## src/rtl/z80_sys_pkg.sv

```systemverilog
// Shared Z80 system types and constants.
// VRAM arbiter state encoding and memory map bases.
package z80_sys_pkg;

  typedef enum logic [1:0] {
    IDLE,
    VID,
    CPU
  } arb_state_t;

  localparam int          VRAM_AW   = 11;
  localparam logic [15:0] OBJ_BASE  = 16'h7000;
  localparam logic [15:0] TILE_BASE = 16'h7400;

endpackage

```

## src/rtl/vram_arbiter.sv

```systemverilog
// Single-port VRAM arbiter between Z80 CPU and video fetch.
// Define VRAM_ARB_STARVE_EN to bound CPU starvation by STARVE_LIMIT.
import z80_sys_pkg::*;

module vram_arbiter #(
  parameter int STARVE_LIMIT = 4
) (
  input  logic               clk,
  input  logic               rst,
  input  logic [15:0]        cpu_addr,
  input  logic               cpu_memrd,
  input  logic               cpu_memwr,
  input  logic               cpu_obj_ena,
  input  logic               cpu_tile_ena,
  input  logic [7:0]         cpu_wdata,
  output logic [7:0]         cpu_rdata,
  output logic               wait_n,
  input  logic               vid_req,
  input  logic [VRAM_AW-1:0] vid_addr,
  output logic               vid_gnt,
  output logic [7:0]         vid_rdata,
  output logic               vid_rvalid,
  output logic               ram_en,
  output logic               ram_we,
  output logic [VRAM_AW-1:0] ram_addr,
  output logic [7:0]         ram_wdata,
  input  logic [7:0]         ram_rdata
);

  arb_state_t state, state_nx;
  logic cpu_pend, cpu_elig;
  logic cpu_done, cpu_inflight;
  logic gnt_vid, gnt_cpu;
  logic rd_q, cpu_fin;
  logic starve;
  logic unused_addr;

  assign unused_addr = ^cpu_addr[15:10];

  assign cpu_pend = (cpu_memrd | cpu_memwr)
                  & (cpu_obj_ena | cpu_tile_ena);
  assign cpu_elig = cpu_pend & ~cpu_done & ~cpu_inflight;

`ifdef VRAM_ARB_STARVE_EN
  localparam int SW = $clog2(STARVE_LIMIT + 1);
  logic [SW-1:0] streak, streak_nx;

  assign starve = (streak == SW'(STARVE_LIMIT));

  always_comb begin
    streak_nx = streak;
    if (!cpu_elig || gnt_cpu)
      streak_nx = '0;
    else if (gnt_vid && !starve)
      streak_nx = streak + 1'b1;
  end

  always_ff @(posedge clk or posedge rst) begin
    if (rst) streak <= '0;
    else     streak <= streak_nx;
  end
`else
  localparam int unused_limit = STARVE_LIMIT;
  assign starve = 1'b0;
`endif

  always_comb begin
    gnt_vid  = 1'b0;
    gnt_cpu  = 1'b0;
    state_nx = IDLE;
    if (cpu_elig && (!vid_req || starve)) begin
      gnt_cpu  = 1'b1;
      state_nx = CPU;
    end else if (vid_req) begin
      gnt_vid  = 1'b1;
      state_nx = VID;
    end
  end

  // state holds last cycle's grant, i.e. the access now on the RAM port
  assign cpu_fin = ((state == CPU) & ram_we) | rd_q;

  always_ff @(posedge clk or posedge rst) begin
    if (rst) begin
      state        <= IDLE;
      ram_en       <= 1'b0;
      ram_we       <= 1'b0;
      ram_addr     <= '0;
      ram_wdata    <= '0;
      vid_rvalid   <= 1'b0;
      rd_q         <= 1'b0;
      cpu_rdata    <= '0;
      cpu_done     <= 1'b0;
      cpu_inflight <= 1'b0;
    end else begin
      state      <= state_nx;
      ram_en     <= gnt_vid | gnt_cpu;
      ram_we     <= gnt_cpu & cpu_memwr;
      if (gnt_cpu) begin
        ram_addr  <= {cpu_tile_ena, cpu_addr[9:0]};
        ram_wdata <= cpu_wdata;
      end else if (gnt_vid) begin
        ram_addr  <= vid_addr;
      end
      vid_rvalid <= (state == VID);
      rd_q       <= (state == CPU) & ~ram_we;
      if (rd_q)
        cpu_rdata <= ram_rdata;
      if (gnt_cpu)
        cpu_inflight <= 1'b1;
      else if (cpu_fin)
        cpu_inflight <= 1'b0;
      if (cpu_fin)
        cpu_done <= 1'b1;
      else if (!cpu_pend)
        cpu_done <= 1'b0;
    end
  end

  assign vid_gnt   = gnt_vid & ~rst;
  assign vid_rdata = vid_rvalid ? ram_rdata : 8'h00;
  assign wait_n    = rst | ~(cpu_pend & ~cpu_done);

endmodule

```

## config.mk

```make
export PLATFORM = sky130hd
export DESIGN_NAME = vram_arbiter
export DESIGN_NICKNAME = d
export VERILOG_FILES = /design/src/rtl/z80_sys_pkg.sv /design/src/rtl/vram_arbiter.sv
export SDC_FILE = /design/constraint.sdc
export NUM_CORES = 1
export LEC_CHECK = 0
export CORE_ASPECT_RATIO = 1.2
export CORE_MARGIN = 4
export CORE_UTILIZATION = 39
export CTS_BUF_LIST = sky130_fd_sc_hd__clkbuf_8
export DETAILED_ROUTE_END_ITERATION = 6
export MAX_ROUTING_LAYER = met4
export PLACE_DENSITY = 0.82
export SKIP_LAST_GASP = 1
export SLEW_MARGIN = 15
export SYNTH_ARGS = -nofsm -noshare
export SYNTH_HDL_FRONTEND = slang
export SYNTH_SLANG_ARGS = --single-unit
```

## constraint.sdc

```tcl
create_clock -name clk -period 2.1 [get_ports clk]
set_clock_uncertainty 0.15 [all_clocks]
set_input_delay 0.21 -clock clk [delete_from_list [all_inputs] [get_ports clk]]
set_output_delay 0.21 -clock clk [all_outputs]
set_load 0.01 [all_outputs]
```

# Word level (Yosys, flattened, before mapping)

Index checks and enable logic that the tools add are counted.
Widths: inputs -> output; s select.

Equality and inequality tests: 3
Mux-type cells: 12
Bitwise gates (word level): 17
Reductions and logical operators: 4

Operators with widths:

| cell               | number |
|---|---|
| $mux 11            | 2 |
| $mux 1             | 8 |
| $mux 8             | 1 |
| $and 1x1->1        | 7 |
| $not 1->1          | 5 |
| $or 1x1->1         | 5 |
| $reduce_bool 2->1  | 2 |
| $eq 2x1->1 const B | 1 |
| $eq 2x2->1 const B | 1 |
| $mux 2             | 1 |
| $ne 2x1->1 const B | 1 |
| $logic_and 1x1->1  | 1 |
| $logic_not 1->1    | 1 |

Register bits: 35
Output and inout port bits: 40
Logic and storage cells: 46

# Depth between registers and ports, before layout

Depth after elaboration: 8
Depth in mapped cells: 4
Mapped depth without buffers: 3

# Worst setup path before layout

No wires, ideal clock.

Path type: flip-flop to flip-flop
From: register cpu_done
To: register ram_wdata[0]
Setup time: 125 ps
Data arrival time: 1237 ps
Required time: 1825 ps
Setup slack: 588 ps
Stages on the path, launching flop included: 5
Cell sequence: dfrtp_1 or2_4 nor3_4 buf_6 mux2_4

Cells in the longest elaborated chain, start to end: 5

RTL lines:

| element                  | RTL line            | source |
|---|---|---|
| start, declared          | vram_arbiter.sv:32  | `logic cpu_done, cpu_inflight;` |
| start signal, assigned   | vram_arbiter.sv:93  | `cpu_done <= 1'b0;` |
| start signal, assigned   | vram_arbiter.sv:114 | `cpu_done <= 1'b1;` |
| start signal, assigned   | vram_arbiter.sv:116 | `cpu_done <= 1'b0;` |
| $not 1->1                | vram_arbiter.sv:42  | `assign cpu_elig = cpu_pend & ~cpu_done & ~cpu_inflight;` |
| $and 1x1->1 (2 in a row) | vram_arbiter.sv:42  |  |
| $logic_and 1x1->1        | vram_arbiter.sv:71  | `if (cpu_elig && (!vid_req \|\| starve)) begin` |
| $mux 1                   | vram_arbiter.sv:71  |  |
| net gnt_cpu              | vram_arbiter.sv:33  | `logic gnt_vid, gnt_cpu;` |
| end signal, assigned     | vram_arbiter.sv:101 | `ram_wdata <= cpu_wdata;` |
| end, declared            | vram_arbiter.sv:26  | `output logic [7:0] ram_wdata,` |

The timed path passes the listed nets, and every way through them passes these cells.
A chain may end at the register's enable or synchronous reset.

# Worst setup path in the final report

From: input port cpu_memwr
To: output port wait_n

Cells in the longest elaborated chain, start to end: 5

RTL lines:

| element         | RTL line            | source |
|---|---|---|
| start, declared | vram_arbiter.sv:12  | `input logic cpu_memwr,` |
| $or 1x1->1      | vram_arbiter.sv:40  | `assign cpu_pend = (cpu_memrd \| cpu_memwr)` |
| $and 1x1->1     | vram_arbiter.sv:41  | `& (cpu_obj_ena \| cpu_tile_ena);` |
| $and 1x1->1     | vram_arbiter.sv:122 | `assign wait_n = rst \| ~(cpu_pend & ~cpu_done);` |
| $not 1->1       | vram_arbiter.sv:122 |  |
| $or 1x1->1      | vram_arbiter.sv:122 |  |
| end, declared   | vram_arbiter.sv:17  | `output logic wait_n,` |

Every way passes these cells.

==> run summary <==
outcome - finished clean
core box area - 0.00375 mm2
Bufs and invs on worst path - 2
Routed Antenna Nets - 0
Port Buffer Count - 83
Initial Util - 0.415
total CTS buffers - 5
post-synth cell types - 25
sequential power share - 0.367
sequential element share of the synthesized area - 0.563
Final Critical Period - 1900 ps
CTS root buf - clkbuf_8
most common cell in the netlist - dfrtp_1
gr ovfl total - 0
Psw - 0.787 mW
Slowest cell on crit path - clkdlybuf4s50_1
LEAKAGE - 1.07 nW
crit path capture type - output pin
YS warnings - 0
Post-Syn Area - 0.00156 mm2
Final Hold Fails - 0
Setup Viol. Count Final - 0
largest net degree at the start of global routing - 32
top cell family by delay on the critical path - buffers and inverters
slowest cell delay on critical path - 540 ps
max-cap violations - 0
IO Count - 90
combinational share of power - 0.412
max-slew violations - 0
post-synthesis net count - 179
H-tree Lvls - 2
FMAX - 527 MHz
Yosys reg bits - 35
die area - 0.00507 mm2
crit path max fanout - 2
nets@finish - 267
worst slew pin tran - 468 ps
worst setup margin - 201 ps
relative max-transition margin - 0.688
CP Cell Sequence - clkdlybuf4s50_1, o22ai_4, or3_2, dlygate4sd2_1
Worst EP arrival - 1540 ps
Total GRT Usage - 0.167
final total power - 2.78 mW
HPWL after DPL - 3.06 mm
Core Rows - 24
share of layout cells above drive strength 1 - 0.170
TritonCTS clock tree - yes
clock slew seen by the registers of the worst setup and hold paths - 70 ps
switch share - 0.283
Worst Setup Path Type - input port to output pin
Hold WC Path Type - input port to async pin
Vias per Instance - 4.99
routability cong. - 0.797
die width - 65.7 um
TritonCTS Sinks - 35
unrepaired setup endpoints after global routing - false
DR WL/cell - 14.4 um
Total Routed Length - 3.88 mm
Post-synth top cells - dfrtp_1 (35), a31oi_1 (12), nor2b_1 (12)
Worst EP required - 1740 ps
Synth area leader - dfrtp_1
period utilization - 0.904
vias in the first global route - 1378
first-pass GRT wire length - 6.44 mm
Clk network pwr share - 0.221
initial antenna violation count - 0
Syn Area/Cell - 12.1 um2
VDD IR max - 564 uV
ys async rst share - 1.00
DRC errors left - 0
number of synthesized flops with an enable pin - 0
n_diodes - 0
Post-Syn Instances - 129
Worst-Skew Late Latency - 280 ps
dominant synthesized flop cell - dfrtp_1
clock tree buffer depth - 2
die height - 77.2 um
Worst setup SP type - input port
pwr/cell area - 1080 mW/mm2
vias after detailed routing - 1347
Internal - 2.00 mW
Detailed Route Iter0 Violations - 43
area share of the largest cell type after synthesis - 0.563
largest cells by area after synthesis - dfrtp_1 (56%), mux2_4 (6.8%), mux2_2 (6.5%)
Setup Slack @ Placement - -19.7 ps
area grow syn2layout - 66.1%
drt pass-1 iters - 4
[cell families (layout without fill, tap and decap cells)]
family,count (synthesis),count (layout),synth area share
AO/OA/AOI/OAI,38,38,0.148
buffers and inverters,11,100,0.0362
flip-flops,35,35,0.563
multiplexers,16,16,0.133
AND/OR/NAND/NOR,29,29,0.121
[area by class of cell]
type,count,area [um2]
timing repair buffer,90,895
fill,287,1170
tap,52,65.1
sequential,35,876
multi-input combinational,83,624
clock inverter,2,35.0
inverter,2,7.51
clock buffer,6,82.6
[timing repair]
| item | in CTS | in global routing |
|---|---|---|
| hold buffers | 0 | 0 |
| setup endpoints to repair | 1 | 0 |
| resized for setup | 1 | 0 |
| setup buffers | 0 | 0 |
[per-layer routing]
| layer | track usage | part of all wire | vias up |
|---|---|---|---|
| li1 | - | - | 627 |
| met1 | 0.198 | 0.42 | 633 |
| met2 | 0.265 | 0.48 | 83 |
| met3 | 0.0585 | 0.094 | 4 |
| met4 | 0.0519 | 0.0059 | 0 |
| met5 | - | 0 | - |
[power groups by stage]
stage | clock network [mW] | logic (mW) | registers, mW
after global routing | 0.665 | 1.23 | 1.06
after detailed placement | 0 | 1.16 | 1.03
after floorplan | 0 | 0.425 | 1.12
after global placement | 0 | 1.13 | 1.03
after CTS | 0.630 | 1.16 | 1.02
final | 0.615 | 1.15 | 1.02
[cell usage in the layout (no fill, tap or decap), types with 2 or more instances in the layout]
master	n
clkdlybuf4s50_1	82
dfrtp_1	35
a31oi_1	12
nor2b_1	12
o21ai_0	11
a21oi_1	11
mux2_2	9
and2_1	8
mux2_4	7
clkbuf_8	6
buf_4	6
nor2_1	2
inv_1	2
nand2_1	2
[state kept, by name (all words and copies together), names as in the netlist]
| name | flops |
|---|---|
| rd_q | 1 |
| cpu_inflight | 1 |
| vid_rvalid | 1 |
| cpu_rdata | 8 |
| ram_addr | 11 |
| ram_en | 1 |
| state | 2 |
| ram_we | 1 |
| ram_wdata | 8 |
| cpu_done | 1 |
[final timing paths]
path	start	endpoint	slack, ps	cells past startpoint
hold / removal	rst	ram_addr[7]	30	2
hold reg to reg	state[0]	rd_q	280	1
max in group asynchronous	rst	cpu_rdata[3]	1150	3
setup / recovery	cpu_memwr	wait_n	200	4
setup reg to reg	cpu_done	ram_wdata[2]	420	4
min in group clk	state[0]	rd_q	280	1
[metrics by stage]
stage	TNS [ps]	std cells	util	instance area, um2	hold slack, ps
6_report	0	270	0.689	2580	34.1
5_1_grt	0	270	0.689	2580	46.8
4_1_cts	0	270	0.689	2580	31.0
3_5_place_dp	-19.7	262	0.658	2470	275
3_3_place_gp	-24.6	262	0.658	2470	267
2_1_floorplan	0	129	-	1560	158
Power figures use the tool's default switching activity.
